[src/rtl/shared_alu_arbiter.sv]
// ----------------------------------------------------------------------------
// shared_alu_arbiter
//
// Purpose:
//   Shares one combinational ALU between NUM_REQ requesters. A round-robin
//   arbiter accepts at most one operation per cycle. The selected operands and
//   opcode are registered into an issue stage that drives the ALU. The ALU
//   result is registered one cycle later and returned to the originating
//   requester with a one-cycle valid pulse. Grant locking lets a requester
//   issue back-to-back dependent operations without another requester
//   slipping in between.
//
// Handshake:
//   A transfer happens on a rising edge where i_req_valid[i] & o_req_ready[i].
//   o_req_ready is one-hot and never asserted for a non-valid requester.
//   A requester keeps valid, operands and op stable until its transfer.
//   Responses have no backpressure. The requester must take o_rsp_result in
//   the cycle its o_rsp_valid bit is high.
//
// Ports:
//   clk, rst        clock; synchronous active-high reset
//   i_hold          blocks new grants (in-flight op still completes)
//   i_req_valid     per-requester request
//   i_req_lock      per-requester request to keep the grant next cycle
//   i_req_a/_b      packed operands, requester i at [i*XLEN +: XLEN]
//   i_req_op        packed opcodes, requester i at [i*ALU_OP_WIDTH +: ALU_OP_WIDTH]
//   o_req_ready     one-hot combinational grant
//   o_alu_a/_b/_op  registered ALU inputs (0/0/OP_ADD when idle)
//   i_alu_result    combinational ALU result
//   o_rsp_valid     one-hot one-cycle response pulse
//   o_rsp_result    registered result
//   o_busy          issue or response stage holds a valid op
//
// Opcode encoding follows types.vh; only OP_ADD (0) is used here, as the
// idle value of o_alu_op.
// ----------------------------------------------------------------------------
module shared_alu_arbiter #(
    parameter int XLEN    = 32,
    parameter int NUM_REQ = 2
) (
    input  logic                        clk,
    input  logic                        rst,
    input  logic                        i_hold,
    input  logic [NUM_REQ-1:0]          i_req_valid,
    input  logic [NUM_REQ-1:0]          i_req_lock,
    input  logic [NUM_REQ*XLEN-1:0]     i_req_a,
    input  logic [NUM_REQ*XLEN-1:0]     i_req_b,
    input  logic [NUM_REQ*5-1:0]        i_req_op,
    output logic [NUM_REQ-1:0]          o_req_ready,
    output logic [XLEN-1:0]             o_alu_a,
    output logic [XLEN-1:0]             o_alu_b,
    output logic [4:0]                  o_alu_op,
    input  logic [XLEN-1:0]             i_alu_result,
    output logic [NUM_REQ-1:0]          o_rsp_valid,
    output logic [XLEN-1:0]             o_rsp_result,
    output logic                        o_busy
);

    localparam int          ALU_OP_WIDTH = 5;
    localparam int          IDW          = (NUM_REQ <= 2) ? 1 : 2;
    localparam logic [4:0]  OP_ADD       = 5'd0;
    localparam logic [IDW-1:0] LAST_ID   = IDW'(NUM_REQ - 1);

    // ------------------------------------------------------------------
    // State
    // ------------------------------------------------------------------
    logic [IDW-1:0]          r_rr_ptr;     // last granted index
    logic                    r_lock_q;
    logic [IDW-1:0]          r_lock_id;

    logic                    r_iss_vld;
    logic [IDW-1:0]          r_iss_id;
    logic [XLEN-1:0]         r_iss_a;
    logic [XLEN-1:0]         r_iss_b;
    logic [ALU_OP_WIDTH-1:0] r_iss_op;

    logic                    r_rsp_vld;
    logic [IDW-1:0]          r_rsp_id;
    logic [XLEN-1:0]         r_rsp_result;

    // ------------------------------------------------------------------
    // Arbitration
    // ------------------------------------------------------------------
    logic                    w_grant_any;
    logic [IDW-1:0]          w_grant_idx;
    logic                    w_lock_hit;

    // The lock only applies while its holder is still requesting; otherwise
    // normal round-robin takes over in the same cycle.
    assign w_lock_hit = r_lock_q && i_req_valid[r_lock_id];

    always_comb begin
        int cand;
        cand        = 0;
        w_grant_any = 1'b0;
        w_grant_idx = '0;
        if (!rst && !i_hold) begin
            if (w_lock_hit) begin
                w_grant_any = 1'b1;
                w_grant_idx = r_lock_id;
            end else begin
                // Scan rr_ptr+1, rr_ptr+2, ... so the last winner goes last.
                for (int k = 1; k <= NUM_REQ; k++) begin
                    cand = (int'(r_rr_ptr) + k) % NUM_REQ;
                    if (!w_grant_any && i_req_valid[cand]) begin
                        w_grant_any = 1'b1;
                        w_grant_idx = IDW'(cand);
                    end
                end
            end
        end
    end

    always_comb begin
        for (int i = 0; i < NUM_REQ; i++) begin
            o_req_ready[i] = w_grant_any && (w_grant_idx == IDW'(i));
        end
    end

    // A grant is only ever given to a valid requester, so any grant transfers.
    logic w_xfer;
    assign w_xfer = w_grant_any;

    // ------------------------------------------------------------------
    // Issue stage, round-robin pointer and lock state
    // ------------------------------------------------------------------
    always_ff @(posedge clk) begin
        if (rst) begin
            r_rr_ptr  <= LAST_ID;
            r_lock_q  <= 1'b0;
            r_lock_id <= '0;
            r_iss_vld <= 1'b0;
            r_iss_id  <= '0;
            r_iss_a   <= '0;
            r_iss_b   <= '0;
            r_iss_op  <= OP_ADD;
        end else if (w_xfer) begin
            r_rr_ptr  <= w_grant_idx;
            r_lock_q  <= i_req_lock[w_grant_idx];
            r_lock_id <= w_grant_idx;
            r_iss_vld <= 1'b1;
            r_iss_id  <= w_grant_idx;
            r_iss_a   <= i_req_a[w_grant_idx*XLEN +: XLEN];
            r_iss_b   <= i_req_b[w_grant_idx*XLEN +: XLEN];
            r_iss_op  <= i_req_op[w_grant_idx*ALU_OP_WIDTH +: ALU_OP_WIDTH];
        end else begin
            // Idle: park the ALU inputs so the datapath does not toggle.
            r_iss_vld <= 1'b0;
            r_iss_a   <= '0;
            r_iss_b   <= '0;
            r_iss_op  <= OP_ADD;
            // A lock whose holder walked away is released.
            if (r_lock_q && !i_req_valid[r_lock_id]) begin
                r_lock_q <= 1'b0;
            end
        end
    end

    assign o_alu_a  = r_iss_a;
    assign o_alu_b  = r_iss_b;
    assign o_alu_op = r_iss_op;

    // ------------------------------------------------------------------
    // Response stage
    // ------------------------------------------------------------------
    always_ff @(posedge clk) begin
        if (rst) begin
            r_rsp_vld    <= 1'b0;
            r_rsp_id     <= '0;
            r_rsp_result <= '0;
        end else begin
            r_rsp_vld <= r_iss_vld;
            r_rsp_id  <= r_iss_id;
            if (r_iss_vld) begin
                r_rsp_result <= i_alu_result;
            end
        end
    end

    always_comb begin
        for (int i = 0; i < NUM_REQ; i++) begin
            o_rsp_valid[i] = r_rsp_vld && (r_rsp_id == IDW'(i));
        end
    end

    assign o_rsp_result = r_rsp_result;
    assign o_busy       = r_iss_vld | r_rsp_vld;

endmodule

[config.mk]
export PLATFORM = sky130hd
export DESIGN_NAME = shared_alu_arbiter
export DESIGN_NICKNAME = d
export VERILOG_FILES = /design/src/rtl/shared_alu_arbiter.sv
export SDC_FILE = /design/constraint.sdc
export NUM_CORES = 1
export LEC_CHECK = 0
export ABC_AREA = 1
export BUFFER_PORTS_ARGS = -buffer_cell sky130_fd_sc_hd__buf_2
export CORE_AREA = 2 2 109 111
export DETAILED_ROUTE_END_ITERATION = 12
export DIE_AREA = 0 0 111 113
export PLACE_DENSITY_LB_ADDON = 0.12
export RECOVER_POWER = 25
export SETUP_SLACK_MARGIN = 0.3
export SYNTH_ARGS = -nofsm -noshare
export SYNTH_HDL_FRONTEND = slang
export SYNTH_SLANG_ARGS = --single-unit
[constraint.sdc]
create_clock -name clk -period 1.9 [get_ports clk]
set_input_delay 0.285 -clock clk [delete_from_list [all_inputs] [get_ports clk]]
set_output_delay 0.285 -clock clk [all_outputs]
set_load 0.01 [all_outputs]
==> results of run 1 <==
[area by class of cell]
cell class	count	area (um2)
Timing Repair inverter	2	17.5
Timing Repair Buffer	292	1480
Clock buffer	11	233
Inverter	11	61.3
Fill cell	1163	5770
Sequential cell	107	2140
Multi-Input combinational cell	329	1360
Clock inverter	5	30.0
Tap cell	143	179
[registers in the layout (all words and copies together) (netlist names)]
register and count:
r_iss_id 1, o_alu_b 32, r_lock_q 1, r_rsp_id 1, o_alu_a 32, r_rr_ptr 1, o_rsp_result 32, r_iss_vld 1
r_rsp_vld 1, o_alu_op 5
[worst max-delay path by stage]
stage,to,slack [ns],depth (start not counted)
floorplan,o_req_ready[0],0.67,5
global placement,o_req_ready[1],0.33,7
detailed placement,o_req_ready[1],0.27,7
CTS,o_req_ready[1],0.26,6
global route,o_req_ready[0],0.19,6
finish,o_req_ready[0],0.28,6
[cell families (layout without fill, tap and decap cells)]
logic type      count (synthesis)  in the layout
buf+inv                        34            321
simple gates                  294            294
compound gates                 35             35
flops                         107            107
[where the power goes]
group | total (W) | switching (W) | internal, W | leakage [nW]
Clock | 0.00168 | 0.000797 | 0.000884 | 0.125
Combinational | 0.000596 | 0.000321 | 0.000275 | 2.06
Sequential | 0.00241 | 0.0000408 | 0.00237 | 0.877
Total | 0.00468 | 0.00116 | 0.00352 | 3.06
[cell usage after synthesis, drive strengths merged]
cell type	count	area, um2
a21oi	1	8.76
buf	14	116
clkbuf	9	43.8
clkinv	2	8.75
dfxtp	107	2140
inv	9	38.8
nand2	216	818
nand3	5	37.5
nand3b	1	7.51
nand4	1	6.26
nor2	70	279
nor3	1	5.00
o21ai	33	165
o31ai	1	7.51
[per-stage QoR]
step	total power [W]	util	cells	hold WS, ns
final	0.00468	0.488	900	0.132
after global routing	0.00491	0.488	900	0.121
after CTS	0.00475	0.488	899	0.119
after detailed placement	0.00304	0.459	877	0.467
after global placement	0.00303	0.459	877	0.469
after floorplan	0.00270	-	470	0.357
[routing by layer]
metal | global-route usage | vias to the layer above | wire length, um
met5 | 0 | - | 0
met3 | 0.0493 | 30 | 930
met1 | 0.198 | 1651 | 4690
li1 | - | 1998 | -
met4 | 0.0900 | 0 | 351
met2 | 0.302 | 171 | 5790
[repair_timing]
item,in CTS,in global routing
cloned,2,1
hold buffers,0,0
endpoints found under the setup margin,2,45
pin swaps,2,2
setup buffers,4,0
gates resized for setup,5,6
[worst reg2reg max path, stage by stage, from the launching register on]
cell and delay (ns):
sky130_fd_sc_hd__dfxtp_1 0.32, sky130_fd_sc_hd__inv_1 0.14, sky130_fd_sc_hd__nand3_2 0.14, sky130_fd_sc_hd__nand3_2 0.12
sky130_fd_sc_hd__nand2_1 0.09, sky130_fd_sc_hd__inv_4 0.07, sky130_fd_sc_hd__buf_4 0.20, sky130_fd_sc_hd__clkbuf_16 0.24
sky130_fd_sc_hd__nand2_1 0.09, sky130_fd_sc_hd__nand2_1 0.07
==> flow_summary_export.csv, run 1 <==
group,metric,value,unit
run_status,run_status,"complete, no violations",
clock_tree,clock_tree.htree_level_count,3,
sta,skew,0.00435,ns
place,pre_cts_ws,0.268,ns
critical_path,timing.critical_path.from,"r_iss_id",
critical_path,timing.critical_path.max_delay_family,"simple AND/OR/NAND/NOR gates",
logic_synthesis,post_synth_and_or_nand_nor_area_fraction,0.313,
flow_run,cap_viol_max_count,0,
power,irDropWorstVdd,0.408,mV
clock_tree,clock_sinks,107,
logic_synthesis,synth-compound-area-share,0.0492,
critical_path,cp_common_cell,"sky130_fd_sc_hd__nand3_2",
finish,final_net_count,929,
hold_path,worst_hold_path.endpoint,"o_alu_a[13]",
floorplanning,die_y,113,um
logic_synthesis,synth_cells,470,
floorplanning,initial_core_util,0.327,
power,pwr_density_cell,851,mW/mm2
sta,final_worst_setup_slack,0.279,ns
grt,pin_count_of_the_biggest_net_entering_global_routing,63,
floorplanning,floorplan.io_pins,283,
logic_synthesis,synth_warnings,0,
routing,wirelength,11.8,mm
sta,report.final.setup_viol,0,
critical_path,regToRegStartpoint,"r_iss_id",
clock_tree,cts.reportedPaths.clkPinSlew,0.07,ns
logic_synthesis,post_synth_xor_xnor_area,0,
critical_path,timing.reg2reg.setup_slack,0.37,ns
clock_tree,clock_tree_from_tritoncts,"built",
logic_synthesis,synth_sequential_area_ratio,0.581,
critical_path,cp.buffers_inverters,3,
clock_tree,cts_made_buffers,9,
floorplanning,fp.dieW,111,um
clock_tree,clockBufferDepth,2,
sta,grt_setup_unrepaired,"true",
logic_synthesis,syn-mean-instance-area,7.84,um2
routing,vias_per_cell,4.28,
sta,finalSetupTns,0,ns
floorplanning,fp.coreArea,0.0113,mm2
grt,grt_pass1_vias,3670,
logic_synthesis,yosys.area_share.adder,0,
grt,grt_first_pass_wirelength,17.6,mm
critical_path,critical_path.reg2reg.endpoint,"o_alu_b[3]",
hold_path,worst_hold_path.num_cells,3,
clock_tree,clk_root_buffer_cell,"sky130_fd_sc_hd__clkbuf_16",
routing,dr.first_iter.drc_count,191,
grt,global_route.usage.total,0.175,
floorplanning,placementRows,39,
sta,final.period_utilization,0.853,
place,placement.io_buffers,282,
critical_path,worst_path_largest_cell_delay,0.32,ns
logic_synthesis,share_of_cell_area_taken_by_muxes_after_synthesis,0,
logic_synthesis,combinational_family_with_the_most_area_after_synthesis,"simple AND/OR/NAND/NOR gates",
finish,layout.cells.most_common_list,"sky130_fd_sc_hd__buf_2, sky130_fd_sc_hd__nand2_1, sky130_fd_sc_hd__dfxtp_1",
sta,achievable_freq,617,MHz
sta,report.final.slew_viol_count,0,
sta,timing_worst_slew_pin_value,0.538,ns
power,leakagePower,3.06,nW
hold_path,hp-start,"i_req_a[45]",
finish,count_of_antenna_diodes_in_the_layout,0,
hold_path,hold_path_class,"primary input to flip-flop",
finish,layout-drive-gt1-share,0.371,
finish,layout.cells.most_common,"sky130_fd_sc_hd__buf_2",
place,detailed_place.area,0.00518,mm2
logic_synthesis,synth-seq-cells,107,
critical_path,worstSetupPathType,"flip-flop to output port",
routing,drc,0,
finish,final_cell_area,0.00550,mm2
floorplanning,die-area,0.0125,mm2
place,gp_congestion,0.791,
place,detailedPlacementHpwl,8.40,mm
logic_synthesis,area_of_the_mapped_netlist,0.00368,mm2
logic_synthesis,mappedNetlistNets,647,
routing,dr_total_vias,3850,
sta,final-hold-violation-count,0,
clock_tree,worst_skew_pair.late_latency,0.33,ns
routing,dr.pass1.iters,4,
critical_path,critPathMaxFanout,5,
routing,drtAntennaViolNets,0,
critical_path,reg2reg_depth,9,
finish,synthToLayoutAreaGrowth,49.3,%
critical_path,critPathSlowestCell,"sky130_fd_sc_hd__dfxtp_1",
critical_path,crit_arrival,1.34,ns
grt,remaining_global_route_overflow,0,
critical_path,cp-end-kind,"output port",
sta,period_needed,1.62,ns
critical_path,start_kind,"flip-flop",
critical_path,cp_cell_sequence,"inv_1, nand3_2, nand3_2, nand2_1, inv_4, buf_2",
routing,drt-wirelength-per-cell,13.1,um
critical_path,required_time_reported_for_the_critical_path_endpoint,1.62,ns
sta,max-slew-margin-rel,0.641,
grt,initial_antenna_violation_count,0,
logic_synthesis,yosysUniqueCellTypes,25,
No activity file was read; power rests on OpenSTA's default activity.
==> run 2: changes to the inputs <==
ABC_AREA = 0   (was 1)
==> run 2 against run 1 <==
  * Clock skew rose by 0.0015 ns
  * Total power rose by 9.6%
  * Synthesized area rose by 13%
  * Clock power rose by 17%
  * Critical path depth fell by 2
  * First-iteration DRC count rose by 9.9%
  * Count of clock-buffer cells in the layout fell by 2
  * Sequential power barely moved
  * Flip-flop and latch count did not move
  * Utilization rose by 4.1 points
  * Largest cell class unchanged
==> flow_summary_export.csv, run 2 <==
group,metric,value,unit
logic_synthesis,synth.largest_area_cell,"sky130_fd_sc_hd__dfxtp_1",
run_status,run_status,"complete, no violations",
floorplanning,fp.coreArea,0.0113,mm2
sta,timing_worst_slew_pin_value,0.958,ns
power,pwr-share-seq,0.468,
routing,dr_total_vias,3903,
critical_path,regToRegStartpoint,"r_lock_q",
sta,max-slew-margin-rel,0.361,
hold_path,hp-start,"i_req_a[47]",
grt,initial_antenna_violation_count,0,
flow_run,cap_viol_max_count,0,
sta,final.period_utilization,0.849,
floorplanning,floorplan.io_pins,283,
finish,layout-drive-gt1-share,0.375,
grt,groute.layer.met1.usage,0.213,
critical_path,worstSetupPathType,"flip-flop to output port",
finish,final_net_count,887,
finish,layout.cells.most_common_list,"sky130_fd_sc_hd__buf_2, sky130_fd_sc_hd__nand2_1, sky130_fd_sc_hd__dfxtp_1",
critical_path,critical_path_depth,4,
power,switching_power_total,0.00126,W
place,placement.io_buffers,282,
logic_synthesis,synth.cells.most_frequent,"sky130_fd_sc_hd__nand2_1, sky130_fd_sc_hd__dfxtp_1, sky130_fd_sc_hd__mux2i_1",
clock_tree,worst_skew_pair.late_latency,0.34,ns
finish,fill_cells,1138,
power,power.internal,0.00388,W
logic_synthesis,area_of_the_mapped_netlist,0.00417,mm2
routing,drtAntennaViolNets,0,
critical_path,cp.buffers_inverters,1,
finish,synthToLayoutAreaGrowth,43.1,%
finish,layout.cells.most_common,"sky130_fd_sc_hd__buf_2",
critical_path,timing.critical_path.from,"r_lock_q",
critical_path,reg2reg_depth,6,
sta,skew,0.00589,ns
critical_path,critPathSlowestCell,"sky130_fd_sc_hd__dfxtp_2",
critical_path,start_kind,"flip-flop",
grt,remaining_global_route_overflow,0,
routing,drc,0,
routing,dr.pass1.iters,4,
critical_path,timing.critical_path.max_delay_family,"flip-flops",
routing,vias_per_cell,4.55,
grt,pin_count_of_the_biggest_net_entering_global_routing,72,
floorplanning,die-area,0.0125,mm2
clock_tree,clock_sinks,107,
place,detailedPlacementHpwl,8.97,mm
routing,drt-wirelength-per-cell,14.2,um
sta,report.final.setup_viol,0,
critical_path,crit_arrival,1.33,ns
clock_tree,cts.reportedPaths.clkPinSlew,0.07,ns
logic_synthesis,synthMostInstantiatedCell,"sky130_fd_sc_hd__nand2_1",
critical_path,critPathMaxFanout,3,
power,power.clock.fraction,0.384,
logic_synthesis,synth-seq-cells,107,
floorplanning,initial_core_util,0.370,
logic_synthesis,synth-main-ff-cell,"sky130_fd_sc_hd__dfxtp_1",
sta,final-hold-violation-count,0,
logic_synthesis,syn-mean-instance-area,9.56,um2
logic_synthesis,synth-async-reset-ratio,0,
logic_synthesis,ys_top_cells_by_area,"sky130_fd_sc_hd__dfxtp_1, sky130_fd_sc_hd__mux2i_1, sky130_fd_sc_hd__nand2_1, sky130_fd_sc_hd__nor2_1, sky130_fd_sc_hd__buf_6",
grt,global_route.usage.total,0.189,
routing,wirelength,12.2,mm
logic_synthesis,synth_warnings,0,
logic_synthesis,synth_cells,436,
floorplanning,placementRows,39,
critical_path,cp-end-kind,"output port",
grt,grt.busiest_layer,"met2",
sta,finalSetupTns,0,ns
routing,dr.first_iter.drc_count,210,
logic_synthesis,synth_enable_flop_cells,0,
sta,report.final.slew_viol_count,0,
sta,period_needed,1.61,ns
grt,grt_pass1_vias,3842,
logic_synthesis,synth_sequential_area_ratio,0.514,
logic_synthesis,yosysUniqueCellTypes,26,
floorplanning,die_y,113,um
clock_tree,clock_tree_from_tritoncts,"built",
logic_synthesis,synth_top_area_frac,0.514,
clock_tree,cts_hold_buffers_added,0,
power,irDropWorstVdd,0.542,mV
hold_path,hold_path_class,"primary input to flip-flop",
power,finalPower,0.00513,W
power,comb_power_share,0.148,
hold_path,worst_hold_path.num_cells,3,
clock_tree,clock_tree.htree_level_count,3,
sta,achievable_freq,620,MHz
floorplanning,fp.dieW,111,um
critical_path,timing.reg2reg.setup_slack,0.39,ns
power,leakagePower,3.03,nW
power,sw_frac_of_total,0.245,
critical_path,required_time_reported_for_the_critical_path_endpoint,1.62,ns
finish,count_of_antenna_diodes_in_the_layout,0,
grt,grt_first_pass_wirelength,19.1,mm
place,gp_congestion,0.764,
grt,met2_usage,0.336,
grt,grt_use_met3,0.0659,
clock_tree,cts_made_buffers,9,
clock_tree,clk_root_buffer_cell,"sky130_fd_sc_hd__clkbuf_16",
sta,grt_setup_unrepaired,"true",
critical_path,cp_cell_sequence,"nor2b_4, o21ai_4, a21oi_1, buf_2",
critical_path,worst_path_largest_cell_delay,0.37,ns
logic_synthesis,mappedNetlistNets,613,
finish,fin_util,0.529,
power,pwr_density_cell,861,mW/mm2
clock_tree,clockBufferDepth,2,
run 2: cell count changes after synthesis, moves of 3 or more:
| cell | delta |
|---|---|
| sky130_fd_sc_hd__mux2i_1 | +101 |
| sky130_fd_sc_hd__nand2_1 | -77 |
| sky130_fd_sc_hd__nor2_1 | -33 |
| sky130_fd_sc_hd__o21ai_0 | -32 |
| sky130_fd_sc_hd__buf_2 | +7 |
| sky130_fd_sc_hd__inv_1 | -6 |
| sky130_fd_sc_hd__nand3_1 | -4 |
| sky130_fd_sc_hd__nor2b_1 | +4 |
| sky130_fd_sc_hd__buf_6 | +3 |
run 2: worst register-to-register path: stages (launching register included):
cell                      delay [ns]
sky130_fd_sc_hd__dfxtp_2        0.37
sky130_fd_sc_hd__nor2b_4        0.18
sky130_fd_sc_hd__o21ai_4        0.08
sky130_fd_sc_hd__nand2_4        0.07
sky130_fd_sc_hd__buf_4          0.13
sky130_fd_sc_hd__buf_16         0.29
sky130_fd_sc_hd__mux2i_1        0.32
run 2: power groups by stage:
stage | clock [W] | combinational (W) | sequential (W)
5_1_grt | 0.00213 | 0.000834 | 0.00241
3_5_place_dp | 0 | 0.000769 | 0.00245
2_1_floorplan | 0 | 0.000354 | 0.00251
4_1_cts | 0.00202 | 0.000782 | 0.00240
6_report | 0.00197 | 0.000760 | 0.00240
3_3_place_gp | 0 | 0.000755 | 0.00244
run 2: stage by stage:
| stage | instance area, um2 | instances | setup slack (ns) | hold WS, ns |
|---|---|---|---|---|
| floorplan | 4170 | 436 | 0.414 | 0.424 |
| global route | 5960 | 858 | 0.215 | 0.169 |
| finish | 5960 | 858 | 0.287 | 0.177 |
| CTS | 6030 | 857 | 0.288 | 0.169 |
| global placement | 5680 | 839 | 0.489 | 0.453 |
| detailed placement | 5680 | 839 | 0.416 | 0.464 |
run 2: path summary, 6_finish.rpt:
| path | end |
|---|---|
| max | o_req_ready[0] |
| min | o_alu_a[15] |
| max reg2reg | o_alu_a[31] |
| min reg2reg | r_rsp_vld |
run 2: timing repair:
action                     4_1_cts  5_1_grt
resized for setup                5        2
pin swaps                        2        0
cloned                           0        0
setup endpoints to repair        2       11
setup buffers                    2        1
run 2: cells by family (layout without fill, tap and decap cells):
group	after synthesis	count (layout)	synth area share
AND/OR/NAND/NOR	187	187	0.180
flip-flops	107	107	0.514
multiplexers	101	101	0.242
buffers and inverters	31	310	0.0444
AO/OA/AOI/OAI	10	10	0.0195
run 2: area by class of cell:
type                            instances  area, um2  share of cell area
Multi-Input combinational cell        298       1860               0.312
Sequential cell                       107       2140               0.359
Inverter                                1       3.75            0.000629
Clock inverter                          7       92.6              0.0155
Clock buffer                            9        225              0.0378
Tap cell                              143        179              0.0300
Timing Repair Buffer                  293       1460               0.245
run 2: per-layer routing:
metal | up-vias | wire, um | part of all wire
met3 | 18 | 1000 | 0.082
met1 | 1754 | 4890 | 0.40
li1 | 1960 | - | -
met4 | 0 | 230 | 0.019
met5 | - | 0 | 0
met2 | 171 | 6030 | 0.50
